## src/rtl/tog_counter_pkg.sv

```systemverilog
// Shared mode encoding for tog_counter and its users.
// BIN/GRAY count, TOGGLE applies per-bit T flops, HOLD freezes the count.
package tog_counter_pkg;

  typedef logic [1:0] mode_t;

  localparam mode_t MODE_BIN    = 2'b00;
  localparam mode_t MODE_GRAY   = 2'b01;
  localparam mode_t MODE_TOGGLE = 2'b10;
  localparam mode_t MODE_HOLD   = 2'b11;

endpackage

```

## src/rtl/tog_prescaler.sv

```systemverilog
// Divides enabled cycles by PRESCALE; tick is combinational on the last enabled cycle.
// clr restarts the division; pc holds while en is low.
module tog_prescaler #(
  parameter int PRESCALE = 1
) (
  input  logic clk,
  input  logic reset,
  input  logic en,
  input  logic clr,
  output logic tick
);

  localparam int PW = (PRESCALE > 1) ? $clog2(PRESCALE) : 1;

  logic [PW-1:0] pc;

  assign tick = en && (pc == PW'(PRESCALE - 1));

  always_ff @(posedge clk) begin
    if (reset) begin
      pc <= '0;
    end else if (clr) begin
      pc <= '0;
    end else if (en) begin
      pc <= tick ? '0 : pc + PW'(1);
    end
  end

endmodule

```

## src/rtl/tog_counter.sv

```systemverilog
// Prescaled binary/gray/toggle counter with parallel load and registered terminal-count pulse.
// q/qb decode combinationally from the state and the current mode.
module tog_counter
  import tog_counter_pkg::*;
#(
  parameter int WIDTH    = 8,
  parameter int PRESCALE = 1,
  parameter int SATURATE = 0
) (
  input  logic             clk,
  input  logic             reset,
  input  logic             en,
  input  logic             up_dn,
  input  logic [1:0]       mode,
  input  logic             load,
  input  logic [WIDTH-1:0] load_val,
  input  logic [WIDTH-1:0] t_vec,
  output logic [WIDTH-1:0] q,
  output logic [WIDTH-1:0] qb,
  output logic             tc
);

  logic             tick;
  logic             at_term;
  logic [WIDTH-1:0] cnt;
  logic [WIDTH-1:0] stepped;

  tog_prescaler #(
    .PRESCALE(PRESCALE)
  ) u_prescaler (
    .clk  (clk),
    .reset(reset),
    .en   (en),
    .clr  (load),
    .tick (tick)
  );

  always_comb begin
    at_term = up_dn ? (&cnt) : (cnt == '0);
    stepped = up_dn ? (cnt + WIDTH'(1)) : (cnt - WIDTH'(1));
  end

  always_ff @(posedge clk) begin
    if (reset) begin
      cnt <= '0;
      tc  <= 1'b0;
    end else if (load) begin
      cnt <= load_val;
      tc  <= 1'b0;
    end else begin
      tc <= 1'b0;
      if (tick) begin
        case (mode)
          MODE_BIN, MODE_GRAY: begin
            // tc flags any step taken at terminal, whether it wraps or saturates
            tc <= at_term;
            if (!(at_term && (SATURATE != 0))) begin
              cnt <= stepped;
            end
          end
          MODE_TOGGLE: cnt <= cnt ^ t_vec;
          default: ;
        endcase
      end
    end
  end

  assign q  = (mode == MODE_GRAY) ? (cnt ^ (cnt >> 1)) : cnt;
  assign qb = ~q;

endmodule

```

## config.mk

```make
export PLATFORM = sky130hd
export DESIGN_NAME = tog_counter
export DESIGN_NICKNAME = d
export VERILOG_FILES = /design/src/rtl/tog_counter_pkg.sv /design/src/rtl/tog_prescaler.sv /design/src/rtl/tog_counter.sv
export SDC_FILE = /design/constraint.sdc
export NUM_CORES = 1
export LEC_CHECK = 0
export BUFFER_PORTS_ARGS = -buffer_cell sky130_fd_sc_hd__buf_2
export CAP_MARGIN = 30
export CORE_MARGIN = 2
export CORE_UTILIZATION = 54
export DETAILED_ROUTE_END_ITERATION = 10
export PLACE_DENSITY = 0.85
export SLEW_MARGIN = 20
export SYNTH_ARGS = -nofsm -noshare
export SYNTH_HDL_FRONTEND = slang
export SYNTH_SLANG_ARGS = --single-unit
```

## constraint.sdc

```tcl
create_clock -name clk -period 4.23 [get_ports clk]
set_input_delay 0.846 -clock clk [delete_from_list [all_inputs] [get_ports clk]]
set_output_delay 0.846 -clock clk [all_outputs]
set_load 0.02 [all_outputs]
```

==> impl_metrics.yaml, run 1 <==
route:
  drt-total-wl_mm: 3.288
  drt_iter0_drc: 30
  drc: 0
  drtAntennaViolNets: 0
  vias: 1262
  avgViaCountPerCell: 5.816
  firstDrtPassIters: 4
  wl_per_cell_um: 15.15
sta:
  fin_worst_skew_ns: 0.005085
  fin_setup_tns_ns: 0
  finalSetupViolations: 0
  post-route-min-period_ns: 3.073
  min_period_over_period_pct: 72.65
  slew_violations: 0
  post-route-worst-setup-slack_ns: 1.157
  rsz0062_at_grt: "no"
  fmax_mhz: 325.4
  whs_ns: 0.5065
  hold_violations: 0
  tightest_slew_ns: 0.7185
  relSlewSlack_pct: 52.00
logic_synthesis:
  synth.avg_cell_area_um2: 7.869
  yosys.area.top_type: "dfxtp_1"
  ys_types: 43
  synthTopCellsByArea: "dfxtp_1, ha_1, inv_1"
  synth_top_cell_area_share_pct: 16.74
  yosysSeqAreaShare_pct: 16.74
  synth_warnings: 0
  synth_area_um2: 1196
  synth_nets: 190
  ys_ff_latch: 10
  syn_inst: 152
cells_and_area:
  syn_to_final_growth_pct: 17.68
  layout_commonest_cell: "buf_2"
  fin_util_pct: 65.52
  drive_above_1_share_pct: 26.98
  layout_common_cells: "buf_2, inv_1, nor2_1, ha_1, dfxtp_1"
  antenna_cells: 0
  multi_input_area_um2: 879.6
  fin_nets: 229
  fill_cells: 202
  regArea_um2: 200.2
  fin_cells: 217
run:
  cap_violations: 0
power_and_ir_drop:
  irDropWorstVdd_mv: 0.1636
  p_sw_w: 0.0001596
  p_leak_nw: 0.7144
  p_seq_share_pct: 31.2
  power_frac_comb_pct: 50.6
  power_density_nw_per_um2: 263.1
  clkPwrFrac_pct: 18.2
  switching_share_pct: 43.08
  p_int_w: 0.0002108
cts:
  ctsResizeCount: 0
  postCtsSetupBuffers: 0
  numCtsBuffers: 3
  cts.sinks: 10
  cts.path.max_buffers: 2
  cts_root_buf: "clkbuf_4"
  insertion_delay_ns: 0.26
  htreeDepth: 1
  clk_pin_slew_ns: 0.08
  cts_tree: "built"
  cts_hold_buf: 0
global_routing:
  grt_overflow: 0
  antenna_found_initial: 0
  grt_pass1_wl_mm: 5.244
  grt_max_degree: 17
  grt_usage_pct: 26.00
  grt_pass1_vias: 1207
critical_path:
  required_ns: 3.38
  crit_type: "in2out"
  crit_fanout: 11
  worstSetupStartpointType: "input pin"
  arrival_ns: 2.23
  worstSetupEndpointType: "output pin"
placement:
  dpl.cell_count: 214
  gp_congestion: 0.8714
  hpwlAfterDp_mm: 2.518
  io_buffers: 39
  place_ws_ns: 1.206
hold_path:
  hp-class: "reg2reg"
die:
  initial_core_util_pct: 55.68
  num_rows: 17
  die_x_um: 51.07
  pin_count: 40
  die-area_um2: 2608
  die_h_um: 51.07
  coreArea_um2: 2148
run_status:
  status: "completed"
## kinds of logic (layout without fill, tap and decap cells)
logic type / count (synthesis) / in the layout / share of synthesized area [%]
AOI/OAI and AO/OA: 43 / 43 / 26.88
xor gates and xnor gates: 12 / 12 / 8.787
adders and majority gates: 15 / 15 / 16.32
buffers and inverters: 25 / 62 / 9.727
DFF: 10 / 10 / 16.74
muxes: 2 / 2 / 1.674
and+or+nand+nor: 45 / 45 / 19.87
## synth_stat cells
| cell type | count |
|---|---|
| buf_2 | 1 |
| nor4_1 | 2 |
| o31a_2 | 1 |
| ha_1 | 14 |
| inv_1 | 19 |
| a21oi_4 | 1 |
| or2b_4 | 1 |
| buf_6 | 1 |
| a21oi_1 | 8 |
| clkbuf_8 | 1 |
| nand4_1 | 2 |
| o211a_1 | 1 |
| and3_1 | 2 |
| and4_1 | 2 |
| xor2_1 | 4 |
| nor3_1 | 3 |
| o21ai_0 | 8 |
| nand2_1 | 7 |
| a22oi_1 | 3 |
| a32o_1 | 1 |
| o22ai_1 | 1 |
| a221oi_1 | 2 |
| or2_2 | 1 |
| a221oi_2 | 2 |
| dfxtp_1 | 10 |
| xnor2_1 | 8 |
| a31oi_1 | 1 |
| nor2_4 | 1 |
| a21o_1 | 6 |
| nor2_1 | 17 |
| o2111ai_1 | 1 |
| or3b_4 | 1 |
| nor2b_1 | 3 |
| a211o_1 | 4 |
| a32oi_1 | 1 |
| a211oi_1 | 2 |
| mux2i_1 | 2 |
| clkbuf_1 | 1 |
| nor4b_1 | 1 |
| buf_4 | 1 |
| fa_1 | 1 |
| nand3_1 | 2 |
| inv_2 | 1 |
## critical path, stage by stage
cell and delay [ns]:
buf_2 0.17, nor2b_1 0.61, nand2_1 0.15, xnor2_1 0.21, inv_1 0.07, buf_2 0.16
## metrics by stage
step | total power, W | cell area [µm²]
finish | 0.0003704 | 1408
detailed placement | 0.0003011 | 1385
global route | 0.0003920 | 1408
global placement | 0.0002926 | 1385
floorplan | 0.0002485 | 1196
CTS | 0.0003687 | 1408
## worst paths after layout
path / startpoint / cells after the start / end / slack (ns)
setup / recovery: mode[0] / 6 / qb[5] / 1.16
hold / removal: u_prescaler.pc / 1 / u_prescaler.pc / 0.51
setup reg to reg: cnt[1] / 6 / cnt[6] / 2.17
hold reg to reg: u_prescaler.pc / 1 / u_prescaler.pc / 0.51
## power groups by stage
stage	Clock [W]	Combinational, W	Sequential, W
finish	0.0000674	0.000187	0.000116
global route	0.0000706	0.000205	0.000117
CTS	0.0000677	0.000186	0.000115
detailed placement	0	0.000184	0.000117
global placement	0	0.000176	0.000117
floorplan	0	0.000135	0.000113
## layer usage
layer	up-vias	part of all wire, %	GRT usage (%)
met3	2	4.9	3.509
met1	597	43	32.07
li1	621	-	-
met5	-	0	0
met4	0	0.12	3.153
met2	42	52	48.70
## registers in the layout, summed over array words and instances (netlist names)
signal	flops
cnt	8
tc	1
u_prescaler.pc	1
## layout make-up
type	count	area share, %
inverters	20	5.333
multi-input cells	117	62.49
repair buffers	39	13.87
clock buffers	3	1.600
flip-flops and latches	10	14.22
well taps	28	2.489
Note: power is estimated with default switching activity, not from simulation.
==> inputs of run 2 (changes only) <==
--- a/config.mk
+++ b/config.mk
@@ -8,9 +8,9 @@
 export BUFFER_PORTS_ARGS = -buffer_cell sky130_fd_sc_hd__buf_2
 export CAP_MARGIN = 30
 export CORE_MARGIN = 2
-export CORE_UTILIZATION = 54
+export CORE_UTILIZATION = 45
 export DETAILED_ROUTE_END_ITERATION = 10
-export PLACE_DENSITY = 0.85
+export PLACE_DENSITY = 0.75
 export SLEW_MARGIN = 20
 export SYNTH_ARGS = -nofsm -noshare
 export SYNTH_HDL_FRONTEND = slang
==> constraint.sdc (replaced) <==
create_clock -name clk -period 2.6 [get_ports clk]
set_input_delay 0.52 -clock clk [delete_from_list [all_inputs] [get_ports clk]]
set_output_delay 0.52 -clock clk [all_outputs]
set_load 0.02 [all_outputs]
==> run 2 against run 1 <==
Net effect: sequential power grew 61%; critical path depth grew 2; clock skew shrank 0.0022 ns; largest power group unchanged; highest routed layer unchanged; largest cell class unchanged.
==> impl_metrics.yaml, run 2 (same netlist as run 1, synthesis figures left out) <==
global_routing:
  grt_usage_pct: 21.88
  grt_pass1_wl_mm: 5.430
  grt_max_degree: 17
  grt_pass1_vias: 1198
  grt_overflow: 0
  antenna_found_initial: 0
cells_and_area:
  reg.largest.list: "cnt x8, tc x1, u_prescaler.pc x1"
  regMostFlops: "cnt"
  layout_commonest_cell: "buf_2"
  fill_cells: 227
  syn_to_final_growth_pct: 19.67
  multi_input_area_um2: 879.6
  layout_common_cells: "buf_2, inv_1, nor2_1, ha_1, dfxtp_1"
  design_area_um2: 1431
  regArea_um2: 200.2
  drive_above_1_share_pct: 27.75
  antenna_cells: 0
  largest_register_ffs: 8
  fin_cells: 221
  fin_util_pct: 57.26
  fin_nets: 230
die:
  pin_count: 40
  die-area_um2: 3086
  initial_core_util_pct: 47.85
  num_rows: 18
  die_x_um: 55.56
  coreArea_um2: 2500
  die_h_um: 55.56
route:
  wl_per_cell_um: 13.98
  drt_iter0_drc: 36
  drtAntennaViolNets: 0
  vias: 1243
  avgViaCountPerCell: 5.624
  drt-total-wl_mm: 3.090
  drc: 0
  firstDrtPassIters: 4
critical_path:
  worstSetupStartpointType: "input pin"
  crit_fanout: 8
  crit_type: "in2reg"
  required_ns: 2.76
  worstSetupEndpointType: "flip-flop"
  arrival_ns: 2.23
cts:
  cts_root_buf: "clkbuf_4"
  cts_tree: "built"
  insertion_delay_ns: 0.27
  htreeDepth: 1
  cts.sinks: 10
  cts.path.max_buffers: 2
  clk_pin_slew_ns: 0.08
  numCtsBuffers: 3
  cts_hold_buf: 0
  ctsResizeCount: 0
  postCtsSetupBuffers: 0
sta:
  slew_violations: 0
  min_period_over_period_pct: 79.78
  rsz0062_at_grt: "no"
  fin_setup_tns_ns: 0
  finalSetupViolations: 0
  relSlewSlack_pct: 75.48
  post-route-worst-setup-slack_ns: 0.5257
  fin_worst_skew_ns: 0.002847
  hold_violations: 0
  tightest_slew_ns: 0.3677
  post-route-min-period_ns: 2.074
  fmax_mhz: 482.1
placement:
  io_buffers: 39
  gp_congestion: 0.8543
  dpl.cell_count: 217
  placed_area_um2: 1395
  place_ws_ns: 0.2600
  hpwlAfterDp_mm: 2.438
run_status:
  status: "completed"
power_and_ir_drop:
  power_density_nw_per_um2: 445.8
  p_leak_nw: 0.7268
  irDropWorstVdd_mv: 0.2387
hold_path:
  hp-class: "in2reg"
run:
  cap_violations: 0
[run 2: worst paths after layout]
kind | start | end | slack [ns] | depth (start not counted)
setup / recovery | up_dn | cnt[6] | 0.53 | 8
hold / removal | en | u_prescaler.pc | 0.43 | 2
setup reg to reg | cnt[0] | cnt[6] | 0.66 | 6
hold reg to reg | u_prescaler.pc | u_prescaler.pc | 0.50 | 1
[run 2: area by class of cell]
type,instances,share of cell area (%)
sequential,10,13.99
clock buffer,4,2.535
tap,30,2.622
multi-input combinational,117,61.45
inverter,20,5.245
timing repair buffer,40,14.16
[run 2: power by group]
group	switching (W)	internal [W]	total (W)
logic	0.000176	0.000126	0.000303
clock network	0.0000634	0.0000849	0.000148
registers	0.0000220	0.000165	0.000187
total	0.000262	0.000377	0.000638
[run 2: routing by layer]
layer | wire (µm) | up-vias | global-route usage (%)
li1 | - | 624 | -
met1 | 1382 | 576 | 28.02
met2 | 1534 | 41 | 38.95
met3 | 145 | 2 | 2.342
met4 | 27 | 0 | 5.226
met5 | 0 | - | 0
[run 2: stage by stage]
stage                      power, W  hold WS, ns
after floorplan           0.0004042       0.4732
after global placement    0.0004825       0.4835
after detailed placement  0.0004903       0.4927
after CTS                 0.0006376       0.4334
after global routing      0.0006829       0.4556
final                     0.0006381       0.4344
[run 2: critical path: stages]
cell	delay [ns]
buf_2	0.10
inv_1	0.14
fa_1	0.51
a211oi_1	0.27
o21ai_0	0.16
a21oi_1	0.17
nor3_1	0.07
o31a_2	0.28
